## src/rtl/uc_multiciclo_pkg.sv

```systemverilog
// Shared types and constants for the microc multi-cycle control unit:
// state encoding, opcode constants and the decoded control word.
package uc_multiciclo_pkg;

    typedef enum logic [1:0] {
        S_FETCH = 2'd0,
        S_EXEC  = 2'd1,
        S_HALT  = 2'd2
    } state_t;

    localparam logic [5:0] HALT_OPCODE_DEF = 6'b111111;
    localparam logic [1:0] CLS_ALU         = 2'b00;
    localparam logic [5:0] OP_LI           = 6'b010000;
    localparam logic [5:0] OP_J            = 6'b100000;
    localparam logic [5:0] OP_JZ           = 6'b100001;
    localparam logic [5:0] OP_JNZ          = 6'b100010;

    typedef struct packed {
        logic       s_inc;
        logic       s_inm;
        logic       we;
        logic       wez;
        logic [2:0] alu_op;
        logic       legal;
    } ctrl_t;

    // Control word with no side effects: PC advances, nothing is written.
    function automatic ctrl_t ctrl_idle();
        ctrl_t c;
        c       = '0;
        c.s_inc = 1'b1;
        c.legal = 1'b1;
        return c;
    endfunction

endpackage

```

## src/rtl/uc_multiciclo_if.sv

```systemverilog
// Control bus between the microc datapath (master) and the control unit (slave).
interface uc_multiciclo_if #(
    parameter int CNT_W = 16
);
    logic [5:0]       opcode;
    logic             zero;
    logic             run;
    logic             s_inc;
    logic             s_inm;
    logic             we;
    logic             wez;
    logic [2:0]       ALUOp;
    logic             pc_we;
    logic             halted;
    logic             illegal;
    logic [CNT_W-1:0] instr_count;

    modport master (
        output opcode, zero, run,
        input  s_inc, s_inm, we, wez, ALUOp, pc_we, halted, illegal, instr_count
    );

    modport slave (
        input  opcode, zero, run,
        output s_inc, s_inm, we, wez, ALUOp, pc_we, halted, illegal, instr_count
    );
endinterface

```

## src/rtl/uc_multiciclo_decoder.sv

```systemverilog
// Combinational decode of the latched instruction and the zero flag into
// the EXEC-cycle control word; undefined codes decode to a NOP with legal=0.
module uc_decoder
    import uc_multiciclo_pkg::*;
#(
    parameter logic [5:0] HALT_OPCODE = HALT_OPCODE_DEF
) (
    input  logic [5:0] ir,
    input  logic       zero,
    output ctrl_t      ctrl
);

    always_comb begin
        ctrl = ctrl_idle();
        // HALT is checked first so a relocated HALT code always wins over a class match.
        if (ir != HALT_OPCODE) begin
            if (ir[5:4] == CLS_ALU) begin
                ctrl.alu_op = ir[2:0];
                ctrl.s_inm  = ir[3];
                ctrl.we     = 1'b1;
                ctrl.wez    = 1'b1;
            end else begin
                case (ir)
                    OP_LI: begin
                        ctrl.s_inm = 1'b1;
                        ctrl.we    = 1'b1;
                    end
                    OP_J:    ctrl.s_inc = 1'b0;
                    OP_JZ:   ctrl.s_inc = ~zero;
                    OP_JNZ:  ctrl.s_inc = zero;
                    default: ctrl.legal = 1'b0;
                endcase
            end
        end
    end

endmodule

```

## src/rtl/uc_multiciclo.sv

```systemverilog
// Two-cycle (FETCH/EXEC) control unit for the microc datapath with HALT/restart,
// a sticky illegal-opcode flag and a saturating retired-instruction counter.
module uc_multiciclo
    import uc_multiciclo_pkg::*;
#(
    parameter int         CNT_W       = 16,
    parameter logic [5:0] HALT_OPCODE = HALT_OPCODE_DEF
) (
    input logic            clk,
    input logic            reset,
    uc_multiciclo_if.slave bus
);

    state_t           state;
    logic [5:0]       ir;
    logic             illegal_q;
    logic [CNT_W-1:0] cnt;
    ctrl_t            dec;
    logic             in_exec;

    assign in_exec = (state == S_EXEC);

    uc_decoder #(.HALT_OPCODE(HALT_OPCODE)) u_dec (
        .ir   (ir),
        .zero (bus.zero),
        .ctrl (dec)
    );

    always_ff @(posedge clk or negedge reset) begin
        if (!reset) begin
            state     <= S_FETCH;
            ir        <= '0;
            illegal_q <= 1'b0;
            cnt       <= '0;
        end else begin
            case (state)
                S_FETCH: begin
                    ir    <= bus.opcode;
                    state <= S_EXEC;
                end
                S_EXEC: begin
                    if (cnt != {CNT_W{1'b1}}) cnt <= cnt + 1'b1;
                    if (!dec.legal) illegal_q <= 1'b1;
                    state <= (ir == HALT_OPCODE) ? S_HALT : S_FETCH;
                end
                S_HALT: begin
                    if (bus.run) state <= S_FETCH;
                end
                default: state <= S_FETCH;
            endcase
        end
    end

    // Outputs depend only on registered state/ir (plus the datapath's registered
    // zero), so an async reset forces the idle word without waiting for clk.
    always_comb begin
        bus.s_inc = 1'b1;
        bus.s_inm = 1'b0;
        bus.we    = 1'b0;
        bus.wez   = 1'b0;
        bus.ALUOp = 3'b000;
        bus.pc_we = 1'b0;
        if (in_exec) begin
            bus.s_inc = dec.s_inc;
            bus.s_inm = dec.s_inm;
            bus.we    = dec.we;
            bus.wez   = dec.wez;
            bus.ALUOp = dec.alu_op;
            bus.pc_we = (ir != HALT_OPCODE);
        end
    end

    assign bus.halted      = (state == S_HALT);
    assign bus.illegal     = illegal_q | (in_exec & ~dec.legal);
    assign bus.instr_count = cnt;

endmodule
```

## src/flat_wrapper.sv

```systemverilog
// flat-port wrapper written by rule: the top's interface ports become plain ports
module uc_multiciclo_flat import uc_multiciclo_pkg::*;
#(
    parameter int         CNT_W       = 16,
    parameter logic [5:0] HALT_OPCODE = HALT_OPCODE_DEF
)
  (clk, reset, bus_opcode, bus_zero, bus_run, bus_s_inc, bus_s_inm, bus_we, bus_wez, bus_ALUOp, bus_pc_we, bus_halted, bus_illegal, bus_instr_count);
  uc_multiciclo_if #(.CNT_W(CNT_W)) bus_i ();
  input logic clk;
  input logic reset;
  input wire logic [$bits(bus_i.opcode)-1:0] bus_opcode;
  input wire logic [$bits(bus_i.zero)-1:0] bus_zero;
  input wire logic [$bits(bus_i.run)-1:0] bus_run;
  output wire logic [$bits(bus_i.s_inc)-1:0] bus_s_inc;
  output wire logic [$bits(bus_i.s_inm)-1:0] bus_s_inm;
  output wire logic [$bits(bus_i.we)-1:0] bus_we;
  output wire logic [$bits(bus_i.wez)-1:0] bus_wez;
  output wire logic [$bits(bus_i.ALUOp)-1:0] bus_ALUOp;
  output wire logic [$bits(bus_i.pc_we)-1:0] bus_pc_we;
  output wire logic [$bits(bus_i.halted)-1:0] bus_halted;
  output wire logic [$bits(bus_i.illegal)-1:0] bus_illegal;
  output wire logic [$bits(bus_i.instr_count)-1:0] bus_instr_count;
  assign bus_i.opcode = bus_opcode;
  assign bus_i.zero = bus_zero;
  assign bus_i.run = bus_run;
  assign bus_s_inc = bus_i.s_inc;
  assign bus_s_inm = bus_i.s_inm;
  assign bus_we = bus_i.we;
  assign bus_wez = bus_i.wez;
  assign bus_ALUOp = bus_i.ALUOp;
  assign bus_pc_we = bus_i.pc_we;
  assign bus_halted = bus_i.halted;
  assign bus_illegal = bus_i.illegal;
  assign bus_instr_count = bus_i.instr_count;
  uc_multiciclo #(.CNT_W(CNT_W), .HALT_OPCODE(HALT_OPCODE)) u_core (.clk(clk), .reset(reset), .bus(bus_i));
endmodule
```

## config.mk

```make
export PLATFORM = sky130hd
export DESIGN_NAME = uc_multiciclo_flat
export DESIGN_NICKNAME = d
export VERILOG_FILES = /design/src/rtl/uc_multiciclo_pkg.sv /design/src/rtl/uc_multiciclo_if.sv /design/src/rtl/uc_multiciclo_decoder.sv /design/src/rtl/uc_multiciclo.sv /design/src/flat_wrapper.sv
export SDC_FILE = /design/constraint.sdc
export NUM_CORES = 1
export LEC_CHECK = 0
export ABC_AREA = 1
export BUFFER_PORTS_ARGS = -buffer_cell sky130_fd_sc_hd__buf_2
export CAP_MARGIN = 0
export CORE_MARGIN = 10
export CORE_UTILIZATION = 40
export CTS_CLUSTER_DIAMETER = 120
export CTS_CLUSTER_SIZE = 12
export DETAILED_ROUTE_END_ITERATION = 8
export PLACE_DENSITY = 0.73
export SLEW_MARGIN = 10
export SYNTH_ARGS = -nofsm -noshare
export SYNTH_HDL_FRONTEND = slang
export SYNTH_SLANG_ARGS = --single-unit
```

## constraint.sdc

```tcl
create_clock -name clk -period 3.97 [get_ports clk]
set_input_delay 0.1985 -clock clk [delete_from_list [all_inputs] [get_ports clk]]
set_output_delay 0.1985 -clock clk [all_outputs]
set_load 0.005 [all_outputs]
```

## Yosys cells after proc, flatten, opt, wreduce, memory -nomap -nowiden

Index checks and enable logic that the tools add are counted.

- Latch bits: 0
- Register bits after elaboration: 25
- Word-level logic and storage cells: 41
- Output and inout port bits: 26
- Memory bits (read-only): 0
- Memories: 0
- Input port bits: 10
- RAM bits: 0

- Shifts and indexed selects: 0
- Add/sub/neg operators: 1
- Muxes and demuxes: 17
- Multipliers: 0
- Eq/ne operators: 10
- Reduce and logical (&&, ||, !) cells: 5
- $lt $le $gt $ge: 0
- Div/mod/pow operators: 0
- Bitwise logic cells: 4

Operator list:

| operator | count |
|---|---|
| $eq 6x6->1 const B | 4 |
| $add 16x1->16 const B | 1 |
| $ne 16x16->1 const B | 1 |
| $mux 1 | 8 |
| $mux 2 | 4 |
| $mux 8 | 1 |
| $eq 6x5->1 const B | 1 |
| $ne 6x6->1 const B | 1 |
| $pmux 2 s3 | 1 |
| $logic_not 2->1 | 2 |
| $mux 4 | 1 |
| $reduce_and 2->1 | 2 |
| $reduce_or 4->1 | 1 |
| $mux 3 | 1 |
| $pmux 1 s3 | 1 |
| $eq 2x1->1 const B | 1 |
| $eq 2x2->1 const B | 1 |
| $ne 2x2->1 const B | 1 |
| $not 1->1 | 2 |
| $and 1x1->1 | 1 |
| $or 1x1->1 | 1 |

## Logic depth before layout (Yosys ltp)

- Depth after elaboration: 8
- Gate-level depth with buffers: 10
- Depth with buffers taken out: 10

## Modules after synthesis

Synthesis repeated with hierarchy kept, for this count alone.

- Cell total of the unflattened synthesis: 219
- Area, all modules: 1551.5 sq um

Modules (own cells, without submodules):

| module | sequential area each (sq um) | instances | cells an instance | area an instance (sq um) |
|---|---|---|---|---|
| uc_multiciclo | 625.6 | 1 | 187 | 1406.3 |
| uc_decoder | 0.0 | 1 | 32 | 145.1 |

## Worst setup path before layout

No wires, ideal clock.

- Kind: register to register
- From: register u_core.cnt[0], in the netlist u_core.bus.instr_count[0]
- To: register u_core.cnt[0], in the netlist u_core.bus.instr_count[0]
- Required time: 3.854 ns
- Path buffers: 1
- Clock period less this slack: 1.466 ns
- Setup time: 0.116 ns
- Path slack: 2.504 ns
- Data arrival time: 1.350 ns
- Cell stages (with the launch flop): 11
- Cell sequence: dfrtp_1 -> ha_1 -> inv_1 -> nor2_1 -> nand2_1 -> clkinv_2 -> nand2_4 -> nand2_4 -> buf_6 -> nand2_1 -> nand2_1

- Cells in the longest elaborated chain, start to end: 2
- Elaborated cells on any way between the ends: 3
- Those cells by class: add/sub: 1; eq/ne: 1; reduce/logical: 1

RTL lines:

| what | line | text |
|---|---|---|
| from (decl) | uc_multiciclo.sv:17 | `logic [CNT_W-1:0] cnt;` |
| from (signal assigned) | uc_multiciclo.sv:42 | `if (cnt != {CNT_W{1'b1}}) cnt <= cnt + 1'b1;` |
| parallel branches: the longest is 2 deep, another holds $add 16x1->16 | - |  |

Several ways; the timed one is not identified.
A chain may end at the register's enable or synchronous reset.

## Worst setup path in the final report

- From: register u_core.state[1]
- To: output port bus_illegal

- Cells in the longest elaborated chain, start to end: 3

RTL lines:

| what | line | text |
|---|---|---|
| from (decl) | uc_multiciclo.sv:14 | `state_t state;` |
| from (signal assigned) | uc_multiciclo.sv:44 | `state <= (ir == HALT_OPCODE) ? S_HALT : S_FETCH;` |
| $eq 2x1->1 | uc_multiciclo.sv:21 | `assign in_exec = (state == S_EXEC);` |
| $and 1x1->1 | uc_multiciclo.sv:74 | `assign bus.illegal = illegal_q \| (in_exec & ~dec.legal);` |
| $or 1x1->1 | uc_multiciclo.sv:74 |  |
| to (decl) | flat_wrapper.sv:21 | `output wire logic [$bits(bus_i.illegal)-1:0] bus_illegal;` |

Every way passes these cells.

==> flow_summary.toml <==
[status]
status = "complete, no violations"

[grt]
grt_usage_pct = 11.18
antenna_found_initial = 0
grt_pass1_vias = 1245
grt_max_degree = 26
globalRoute.totalOverflow = 0
grt_pass1_wl_um = 5989

[yosys]
ys_async_sr_fraction_pct = 100.0
yosys_warnings = 0
yosysSeqAreaShare_pct = 43.74
synth_ff_type = "dfrtp_1"
synth_xor_area_share_pct = 4.899
ys_ff_latch = 25
yosys.area_share.simple_pct = 36.75
yosysUniqueCellTypes = 23
synthCells = 200
syn_area_um2 = 1430
syn_nets = 211
yosys.area_share.adder_pct = 0.8749
synth_top_family_by_area = "simple AND/OR/NAND/NOR gates"
synth_edf_count = 0
synth_compound_area_share_pct = 4.812
avgSynthCellArea_um2 = 7.151
synthMuxAreaShare_pct = 1.575

[place]
dp_slack_ns = 2.341
place_area_um2 = 1647
dp_hpwl_um = 2654
place.port_buffers = 35
place.gp.congestion = 0.8460

[clocking]
cts_setup_buffers = 0
clk_pin_slew_ns = 0.14
ctsRootBufferMaster = "clkbuf_4"
htreeDepth = 1
cts_buffers = 3
insertion_delay_ns = 0.32
cts_tree = "yes"
clock-sinks = 25
clk_path_buf_depth = 2

[cells_and_area]
fin_nets = 250
drive_gt1_share_pct = 21.85
final_common_cell = "nand2_1"
areaGrowthSynthToFinish_pct = 17.94
final_cell_mix = "nand2_1, buf_2, nor2_1, dfrtp_1, inv_1"
n_antenna_cell = 0
stdcell_area_um2 = 1687

[route]
first_iter_violations = 78
drt-pass1-iter-count = 4
wl_per_cell_um = 12.04
drc = 0
wl_um = 3419
vias_per_cell = 4.746
antenna_left = 0
vias = 1348

[timing]
slew_headroom_pct = 56.37
max_freq_mhz = 573.6
tightestPinTransition_ns = 0.6520
rsz0062_at_grt = "false"
setup_ws_ns = 2.227
hold_viol = 0
fin_skew_ns = 0.003620
finalCritPeriodShare_pct = 43.91
final_max_slew_viol_count = 0
min_period_ns = 1.743
fin_setup_tns_ns = 0
setup_violations = 0

[worst_setup_path]
worst-setup-path-type = "flop to output pin"
start_kind = "flop"
critical_path_required_ns = 3.77
r2r-end = "u_core.bus.instr_count[9]$_DFFE_PN0P_"
crit_top_cell = "nand2_1"
ff2ff_path_depth = 10
crit_start = "u_core.state[1]$_DFFE_PN0P_"
cp_max_fo = 7
critical_path_arrival_ns = 1.54
rr_startpoint = "u_core.bus.instr_count[0]$_DFFE_PN0P_"
crit_path_top_delay_cell = "dfrtp_1"
reg2reg_slack_ns = 2.30
end_kind = "output pin"
crit_chain = "inv_1 > nand2_1 > a31oi_1 > nand2_1 > nand2_1 > buf_2"
crit_path_max_incr_delay_ns = 0.41

[worst_hold_path]
hold_start = "bus_run"
hold_depth = 2
min_path_type = "input port to flop"
whs_endpoint = "u_core.state[1]$_DFFE_PN0P_"

[power_and_ir_drop]
pwr-share-clk_pct = 14.2
p_per_area_nw_per_um2 = 502.8
power_frac_seq_pct = 45.2
p_leak_nw = 0.8824
power_frac_comb_pct = 40.6
switching_share_pct = 43.34
vdd_drop_max_v = 0.0002370
switchingPower_mw = 0.3675
p_int_mw = 0.4804

[flow_run]
maxCapViolCount = 0

[floorplanning]
coreArea_um2 = 3390
initial_core_util_pct = 42.19
io_pins = 36
num_rows = 21
dieHeight_um = 79.80
chipWidth_um = 79.80
dieArea_um2 = 6367
## sequential cells by signal, summed over array words and instances, names as in the netlist
register and count:
u_core.bus.instr_count 16, u_core.ir 6, u_core.state 2, u_core.illegal_q 1
## worst max path at each step
stage	endpoint	slack, ns	cells past startpoint
final	bus_illegal	2.23	6
after global routing	bus_illegal	2.04	6
after CTS	bus_illegal	2.21	6
after detailed placement	u_core.bus.instr_count[4]$_DFFE_PN0P_	2.34	10
after global placement	u_core.bus.instr_count[4]$_DFFE_PN0P_	2.38	10
after floorplan	u_core.bus.instr_count[0]$_DFFE_PN0P_	2.50	10
## repair_timing
| action | 4_1_cts | 5_1_grt |
|---|---|---|
| gates resized for setup | 0 | 0 |
| hold buffers | 1 | 0 |
| endpoints found under the hold margin | 25 | 0 |
## area by class of cell
| cell class | instances | area, µm² |
|---|---|---|
| Fill cell | 346 | 1703 |
| Multi-Input combinational cell | 150 | 699.4 |
| Sequential cell | 25 | 625.6 |
| Timing Repair Buffer | 36 | 185.2 |
| Inverter | 23 | 88.84 |
| Tap cell | 46 | 57.56 |
| Clock buffer | 3 | 22.52 |
| Clock inverter | 1 | 7.507 |
## power groups by stage
stage                     Clock (mW)  Combinational [mW]  Sequential (mW)
final                          0.120               0.344            0.383
after global placement             0               0.343            0.383
after global routing           0.132               0.402            0.395
after floorplan                    0               0.246            0.375
after detailed placement           0               0.349            0.387
after CTS                      0.122               0.351            0.382
## synthesized netlist by cell type (all sizes together), types with 2 or more instances
master / n / share of area, %
nand2: 81 / 22
nor2: 30 / 8.4
dfrtp: 25 / 44
inv: 21 / 5.5
nand3: 8 / 2.8
o21ai: 8 / 2.8
xnor2: 7 / 4.3
nand4: 6 / 2.6
a21oi: 3 / 1.0
buf: 2 / 1.1
clkinv: 2 / 0.70
mux2: 2 / 1.6
## kinds of logic after synthesis
group                      after synthesis
AOI/OAI and AO/OA                       13
xor gates and xnor gates                 8
adders and majority gates                1
buffers and inverters                   25
DFF                                     25
muxes                                    2
and+or+nand+nor                        126
## routing by layer
layer / wire length, µm / GRT usage, % / part of all wire (%)
met5: 0 / 0 / 0
met4: 42 / 3.697 / 1.2
met3: 193 / 2.365 / 5.6
met2: 1694 / 17.80 / 50
met1: 1489 / 14.63 / 44
## stage by stage
stage               instances  hold WS (ns)  power, mW  utilization [%]
floorplan                 200      -0.09709     0.6212                -
global placement          279        0.2207     0.7265            48.58
detailed placement        279        0.2181     0.7356            48.58
CTS                       284       0.02573     0.8549            49.76
global route              284       0.01128     0.9287            49.76
finish                    284       0.03191     0.8480            49.76
## worst max-delay path: cells and delay by family, from the launching register on
kind	cells	cell delay, ns
flip-flops	1	0.41
buffers and inverters	2	0.20
AND/OR/NAND/NOR	3	0.35
AO/OA/AOI/OAI	1	0.26
Note: power is estimated with default switching activity, not from simulation.
